==> config.mk <==
export PLATFORM = sky130hd
export DESIGN_NAME = load_store_unit
export DESIGN_NICKNAME = d
export VERILOG_FILES = /design/src/rtl/load_store_unit.sv
export SDC_FILE = /design/constraint.sdc
export NUM_CORES = 1
export LEC_CHECK = 0
export CAP_MARGIN = 10
export CORE_UTILIZATION = 40
export DETAILED_ROUTE_END_ITERATION = 7
export PLACE_DENSITY = 0.8
export SYNTH_ARGS = -nofsm -noshare
export SYNTH_HDL_FRONTEND = slang
export SYNTH_SLANG_ARGS = --single-unit
==> constraint.sdc <==
create_clock -name LSU_Clk -period 2 [get_ports LSU_Clk]
set_input_delay 0.5 -clock LSU_Clk [delete_from_list [all_inputs] [get_ports LSU_Clk]]
set_output_delay 0.5 -clock LSU_Clk [all_outputs]
set_load 0.05 [all_outputs]
==> src/rtl/load_store_unit.sv <==
// Load/store unit: accepts one request per handshake, classifies it, drives the
// data memory through its one-cycle registered read and returns an extended result.
module load_store_unit #(
    parameter int ADDR_BITWIDTH = 10
) (
    input  logic                     LSU_Clk,
    input  logic                     LSU_Reset_n,
    input  logic                     LSU_Req_Valid,
    output logic                     LSU_Req_Ready,
    input  logic                     LSU_Req_Store,
    input  logic [2:0]               LSU_Req_Funct3,
    input  logic [31:0]              LSU_Req_Addr,
    input  logic [31:0]              LSU_Req_Wdata,
    output logic                     LSU_Resp_Valid,
    input  logic                     LSU_Resp_Ready,
    output logic [31:0]              LSU_Resp_Rdata,
    output logic [1:0]               LSU_Resp_Err,
    output logic                     LSU_Mem_We,
    output logic                     LSU_Mem_Re,
    output logic [3:0]               LSU_Mem_Byteenable,
    output logic [ADDR_BITWIDTH-1:0] LSU_Mem_Address,
    output logic [31:0]              LSU_Mem_Data_In,
    input  logic [31:0]              LSU_Mem_Data_Out
);

    typedef enum logic [1:0] {IDLE, ACCESS, LOAD_DATA, RESP} state_t;

    state_t                   state_reg;
    state_t                   state_next;
    logic                     store_reg;
    logic [2:0]               funct3_reg;
    logic [ADDR_BITWIDTH-1:0] addr_reg;
    logic [31:0]              wdata_reg;
    logic [1:0]               err_reg;
    logic [31:0]              rdata_reg;

    logic                     req_fire;
    logic                     resp_fire;
    logic                     illegal;
    logic                     misaligned;
    logic                     fault;
    logic [1:0]               req_err;
    logic [31:0]              load_ext;

    assign req_fire  = LSU_Req_Valid && (state_reg == IDLE);
    assign resp_fire = LSU_Resp_Ready && (state_reg == RESP);

    // Classification of the incoming request; priority illegal > misaligned > fault.
    always_comb begin
        if (LSU_Req_Store) begin
            illegal = (LSU_Req_Funct3 > 3'd2);
        end else begin
            illegal = (LSU_Req_Funct3 == 3'b011) || (LSU_Req_Funct3[2:1] == 2'b11);
        end
        misaligned = ((LSU_Req_Funct3[1:0] == 2'b01) && LSU_Req_Addr[0]) ||
                     ((LSU_Req_Funct3[1:0] == 2'b10) && (LSU_Req_Addr[1:0] != 2'b00));
        fault = |LSU_Req_Addr[31:ADDR_BITWIDTH];
        if (illegal) begin
            req_err = 2'b11;
        end else if (misaligned) begin
            req_err = 2'b01;
        end else if (fault) begin
            req_err = 2'b10;
        end else begin
            req_err = 2'b00;
        end
    end

    always_ff @(posedge LSU_Clk or negedge LSU_Reset_n) begin
        if (!LSU_Reset_n) begin
            state_reg <= IDLE;
        end else begin
            state_reg <= state_next;
        end
    end

    always_comb begin
        state_next = state_reg;
        case (state_reg)
            IDLE: begin
                if (req_fire) begin
                    state_next = (req_err != 2'b00) ? RESP : ACCESS;
                end
            end
            ACCESS:    state_next = store_reg ? RESP : LOAD_DATA;
            LOAD_DATA: state_next = RESP;
            RESP: begin
                if (resp_fire) begin
                    state_next = IDLE;
                end
            end
            default:   state_next = IDLE;
        endcase
    end

    // Memory returns right-aligned zero-extended data; only signed loads need work.
    always_comb begin
        case (funct3_reg)
            3'b000:  load_ext = {{24{LSU_Mem_Data_Out[7]}}, LSU_Mem_Data_Out[7:0]};
            3'b001:  load_ext = {{16{LSU_Mem_Data_Out[15]}}, LSU_Mem_Data_Out[15:0]};
            default: load_ext = LSU_Mem_Data_Out;
        endcase
    end

    always_ff @(posedge LSU_Clk or negedge LSU_Reset_n) begin
        if (!LSU_Reset_n) begin
            store_reg  <= 1'b0;
            funct3_reg <= 3'b000;
            addr_reg   <= '0;
            wdata_reg  <= 32'h0;
            err_reg    <= 2'b00;
            rdata_reg  <= 32'h0;
        end else begin
            if (req_fire) begin
                store_reg  <= LSU_Req_Store;
                funct3_reg <= LSU_Req_Funct3;
                addr_reg   <= LSU_Req_Addr[ADDR_BITWIDTH-1:0];
                wdata_reg  <= LSU_Req_Wdata;
                err_reg    <= req_err;
                rdata_reg  <= 32'h0;
            end else if (state_reg == LOAD_DATA) begin
                rdata_reg  <= load_ext;
            end
        end
    end

    // Memory drive is purely a function of state so a reset removes We at once.
    always_comb begin
        LSU_Req_Ready      = (state_reg == IDLE);
        LSU_Resp_Valid     = (state_reg == RESP);
        LSU_Resp_Rdata     = rdata_reg;
        LSU_Resp_Err       = err_reg;
        LSU_Mem_We         = 1'b0;
        LSU_Mem_Re         = 1'b0;
        LSU_Mem_Byteenable = 4'b1111;
        LSU_Mem_Address    = '0;
        LSU_Mem_Data_In    = 32'h0;
        if ((state_reg == ACCESS) || (state_reg == LOAD_DATA)) begin
            LSU_Mem_We      = (state_reg == ACCESS) && store_reg;
            LSU_Mem_Re      = !store_reg;
            LSU_Mem_Address = addr_reg;
            LSU_Mem_Data_In = wdata_reg;
            case (funct3_reg[1:0])
                2'b00:   LSU_Mem_Byteenable = 4'b0001;
                2'b01:   LSU_Mem_Byteenable = 4'b0011;
                default: LSU_Mem_Byteenable = 4'b1111;
            endcase
        end
    end

endmodule

# Word level (Yosys, flattened, before mapping)
# Cells that the tools add are included.
[word_totals]
output_inout_bits = 84
elab_cells = 54
ff_bits = 82
[op_classes]
eq_ne = 11
n_mux = 18
magnitude_cmp = 1
reduce_logical = 17
[op_table]
columns = ["operator", "n"]
rows = [
  ["$mux 32", 3],
  ["$pmux 32 s2", 1],
  ["$reduce_or 22->1", 1],
  ["$mux 2", 6],
  ["$mux 10", 1],
  ["$eq 2x2->1 const B", 4],
  ["$pmux 2 s4", 1],
  ["$pmux 4 s2", 1],
  ["$eq 2x1->1 const B", 3],
  ["$reduce_bool 2->1", 3],
  ["$logic_and 1x1->1", 5],
  ["$logic_not 2->1", 2],
  ["$mux 1", 4],
  ["$mux 4", 1],
  ["$ne 2x1->1 const B", 2],
  ["$eq 3x1->1 const B", 1],
  ["$eq 3x2->1 const B", 1],
  ["$gt 3x2->1 const B", 1],
  ["$logic_not 3->1", 1],
  ["$logic_or 1x1->1", 3],
  ["$reduce_and 2->1", 1],
  ["$logic_not 1->1", 1],
]

# Logic depth before layout (Yosys ltp)
[depth]
word_depth = 9
depth_mapped = 7
depth_no_buf = 6

# Worst setup path before layout
# Ideal clock, no wire load.
[synth_timing]
kind = "register -> output"
startpoint = "reg state_reg[0]"
endpoint = "out LSU_Mem_Byteenable[1]"
path_slack_ns = -0.318
stages_incl_launch_ff = 6
n_path_buf = 1
t_arrival_ns = 1.818
path_cell_list = "dfrtp_1 > inv_1 > ha_1 > clkbuf_1 > nand2b_1 > or2_2"
[synth_via]
elab_chain_cells = 3
word_cells_on_any_way = 4
cone_classes = "eq/ne (2); mux (1); reduce/logical (1)"
[synth_lines]
columns = ["item", "line_no", "source"]
rows = [
  ["from (decl)", "28", "state_t state_reg;"],
  ["from (signal assigned)", "73", "state_reg <= state_next;"],
  ["$eq 2x1->1 / $eq 2x2->1 (equally long branches)", "138", "if ((state_reg == ACCESS) || (state_reg == LOAD_DATA)) begin"],
  ["$logic_or 1x1->1 *", "138", ""],
  ["$mux 4 *", "138", ""],
  ["to (decl)", "20", "output logic [3:0] LSU_Mem_Byteenable,"],
]
# Every way passes the cells marked *; elsewhere a longest branch is shown, timed or not.

# Final worst setup path
[layout_timing]
startpoint = "reg state_reg[0]"
endpoint = "out LSU_Mem_We"
[layout_via]
elab_chain_cells = 3
word_cells_on_any_way = 5
cone_classes = "eq/ne (2); mux (1); reduce/logical (2)"
[layout_lines]
columns = ["item", "line_no", "source"]
rows = [
  ["$eq 2x1->1 / $eq 2x2->1 (equally long branches)", "138, 139", ""],
  ["$logic_and 1x1->1 / $logic_or 1x1->1 (equally long branches)", "139, 138", ""],
  ["$mux 1 *", "138", ""],
  ["to (decl)", "18", "output logic LSU_Mem_We,"],
]
# Marks and branches as above.

==> results.sh <==
export IMPL_std_cell_rows=34
export IMPL_clock_latency_ns=0.34
export IMPL_ant_nets=0
export IMPL_drive_above_1_share_pct=23.9
export IMPL_slowest_stage="dfrtp_1"
export IMPL_die_y_um=98.5
export IMPL_period_minus_slack_ns=2.07
export IMPL_overflow=0
export IMPL_cts_buffers=9
export IMPL_clk_path_buf_depth=2
export IMPL_instances_no_fill=727
export IMPL_synthDistinctLibCells=34
export IMPL_violations="DRC, setup timing"
export IMPL_cp_end_kind="output port"
export IMPL_comb_power_share_pct=69.6
export IMPL_cp_cell_sequence="inv_2 > ha_4 > buf_12 > and3_4 > buf_12"
export IMPL_cp_common_cell="buf_12"
export IMPL_crit_arrival_ns=1.57
export IMPL_p_clk_share_pct=9.1
export IMPL_syn2layout_area_growth_pct=73.5
export IMPL_hold_path_class="flop to flop"
export IMPL_grt_pass1_wl_mm=17.4
export IMPL_power_mw=13.3
export IMPL_fin_crit_sh_pct=104
export IMPL_worstPathMaxFanout=29
export IMPL_io_buffers=186
export IMPL_die_area_um2=9710
export IMPL_clkTransAtPathRegs_ns=0.08
export IMPL_nets=722
export IMPL_die_w_um=98.5
export IMPL_first_pass_iters=8
export IMPL_avgSynthCellArea_um2=8.77
export IMPL_crit_type="flop to output port"
export IMPL_ir_drop_uv=1590
export IMPL_hold_ws_ns=0.470
export IMPL_nFillCells=694
export IMPL_synthCells=425
export IMPL_p_int_mw=6.86
export IMPL_grt_use_total_pct=22.7
export IMPL_first_global_vias=3438
export IMPL_dr_first_iter_drc_count=116
export IMPL_start_util_pct=41.9
export IMPL_ys_ff_latch=82
export IMPL_clockRootBuffer="clkbuf_8"
export IMPL_post_place_cells=708
export IMPL_worst_slew_pin_slew_ns=0.507
export IMPL_area_sequential_um2=2050
export IMPL_vias_per_cell=4.77
export IMPL_power_share_sequential_pct=21.4
export IMPL_drv_slew=0
export IMPL_io_pins=188
export IMPL_power_density_nw_per_um2=2060
export IMPL_coreArea_um2=8890
export IMPL_final_hold_viol_count=0
export IMPL_status="finished, violations left"
export IMPL_yosys_warnings=0
export IMPL_cts_max_level=3
export IMPL_worst_slack_ns=-0.0745
export IMPL_cp_top_family="flip-flops"
export IMPL_syn_nets=533
export IMPL_cts_sinks=82
export IMPL_grt_max_degree=44
export IMPL_swShare_pct=48.4
export IMPL_wl_mm=10.4
export IMPL_multi_input_area_um2=1620
export IMPL_antenna_found_initial=0
export IMPL_cap_violations=0
export IMPL_rsz0062_at_grt="yes"
export IMPL_leakage_nw=3.09
export IMPL_drc=11
export IMPL_hpwl_mm=8.01
export IMPL_cts_tree="done"
export IMPL_dr_total_vias=3471
export IMPL_critPathMaxStageDelay_ns=0.38
export IMPL_maxSlewHeadroom_pct=66.3
export IMPL_wire_per_inst_um=14.3
export IMPL_max_freq_ghz=0.482
export IMPL_seq_area_frac_synth_pct=55.0
export IMPL_n_antenna_cell=0
export IMPL_synth_area_um2=3730
export IMPL_skew_ns=0.00881
export IMPL_setup_violations_final=45
export IMPL_critPathBufInv=3
export IMPL_start_kind="flop"
export IMPL_gp_congestion=0.744
export IMPL_p_sw_mw=6.44
export IMPL_crit_required_ns=1.50
[layer usage]
metal / up-vias / wire (µm) / GRT usage [%]
li1: 1730 / - / -
met1: 1616 / 4330 / 28.3
met2: 114 / 5210 / 38.8
met3: 11 / 745 / 5.96
met4: 0 / 121 / 7.23
met5: - / 0 / 0
[synthesized netlist by cell type]
cell type  instances  area share, %
buf_6              1           0.30
or2_2              1           0.17
mux2i_1            9            2.4
nand4_1            1           0.17
buf_2             11            1.5
nor2b_1            1           0.17
o21ai_0           24            3.2
nand2_1          158             16
clkbuf_1          12            1.2
a41oi_1            1           0.23
o31ai_1            1           0.20
a22oi_1            2           0.40
a211o_1            1           0.23
nor2_1            28            2.8
o211ai_1           1           0.20
nand2b_1           2           0.34
buf_4              2           0.40
inv_1              5           0.50
nor2_8             1           0.54
o21ai_1            3           0.40
nand3_1            1           0.13
o22ai_1            1           0.17
a211oi_1           1           0.20
or4_4              1           0.30
conb_1             1           0.10
and3_1             1           0.17
a21oi_1           17            2.3
nor4_4             1           0.57
or3_1              1           0.17
and2_1            43            7.2
ha_1               4            1.3
dfrtp_1           82             55
nor2_2             2           0.34
nor4_1             4           0.67
[kinds of logic after synthesis]
kind of cell             after synthesis  synth area share, %
other                                  1                0.101
buffers and inverters                 31                 3.89
multiplexers                           9                 2.42
flip-flops                            82                 55.0
AO/OA/AOI/OAI                         52                 7.55
adder cells (fa/ha/maj)                4                 1.34
AND/OR/NAND/NOR                      246                 29.7
[path summary, 6_finish.rpt]
path	start	endpoint	slack (ns)	cells after the start
worst max-delay path	state_reg[0]	LSU_Mem_We	-0.07	5
worst min-delay path	wdata_reg[9]	wdata_reg[9]	0.47	2
worst max register to register	state_reg[1]	state_reg[0]	0.40	6
worst min register to register	wdata_reg[9]	wdata_reg[9]	0.47	2
max in group asynchronous	LSU_Reset_n	addr_reg[9]	0.86	3
min in group asynchronous	LSU_Reset_n	LSU_Resp_Rdata[31]	0.55	2
[through the flow]
stage	setup WS, ns	utilization [%]	area [µm²]	TNS (ns)
final	-0.0745	72.7	6470	-2.44
after floorplan	-0.152	-	3780	-0.152
after detailed placement	-0.0350	70.1	6230	-0.0350
after global routing	-0.166	72.7	6470	-6.29
after global placement	-0.00177	70.1	6230	-0.00177
after CTS	-0.113	72.7	6470	-3.94
[power groups by stage]
stage	clock network, mW	logic, mW	registers, mW
after global routing	1.34	9.75	2.95
after CTS	1.24	9.34	2.84
after floorplan	0	4.21	3.94
after global placement	0	9.18	2.82
final	1.21	9.25	2.84
after detailed placement	0	9.32	2.88
[layout make-up]
type                    count  area share, %
inverters                   5          0.290
flip-flops and latches     82           31.7
clock buffers              10           2.13
repair buffers            204           37.8
multi-input cells         312           25.0
well taps                 108           2.09
clock inverters             6           1.03
[placed cells by master, fill, tap and decap left out, types with 4 or more instances in the layout]
master,synthesis,layout
nor4_1,4,4
clkbuf_8,0,10
and2_2,0,41
o21ai_0,24,24
dfrtp_1,82,82
buf_4,2,27
clkdlybuf4s50_1,0,102
nor2_1,28,28
buf_12,0,49
mux2i_1,9,9
a21oi_1,17,17
dlygate4sd2_1,0,23
nand2_1,158,157
[worst register-to-register path: stages (launching register included)]
cell and delay [ns]:
dfrtp_1 0.40, buf_4 0.14, buf_4 0.13, ha_1 0.23, a22oi_1 0.29, o21ai_0 0.14
a22oi_1 0.20
[timing repair]
item                                    4_1_cts  5_1_grt
buffers inserted                              2        0
pin swaps                                     1        0
resized for setup                            33        0
endpoints found under the setup margin       70       45
endpoints found under the hold margin         7        0
hold buffers                                  1        0
Power figures use the tool's default switching activity.
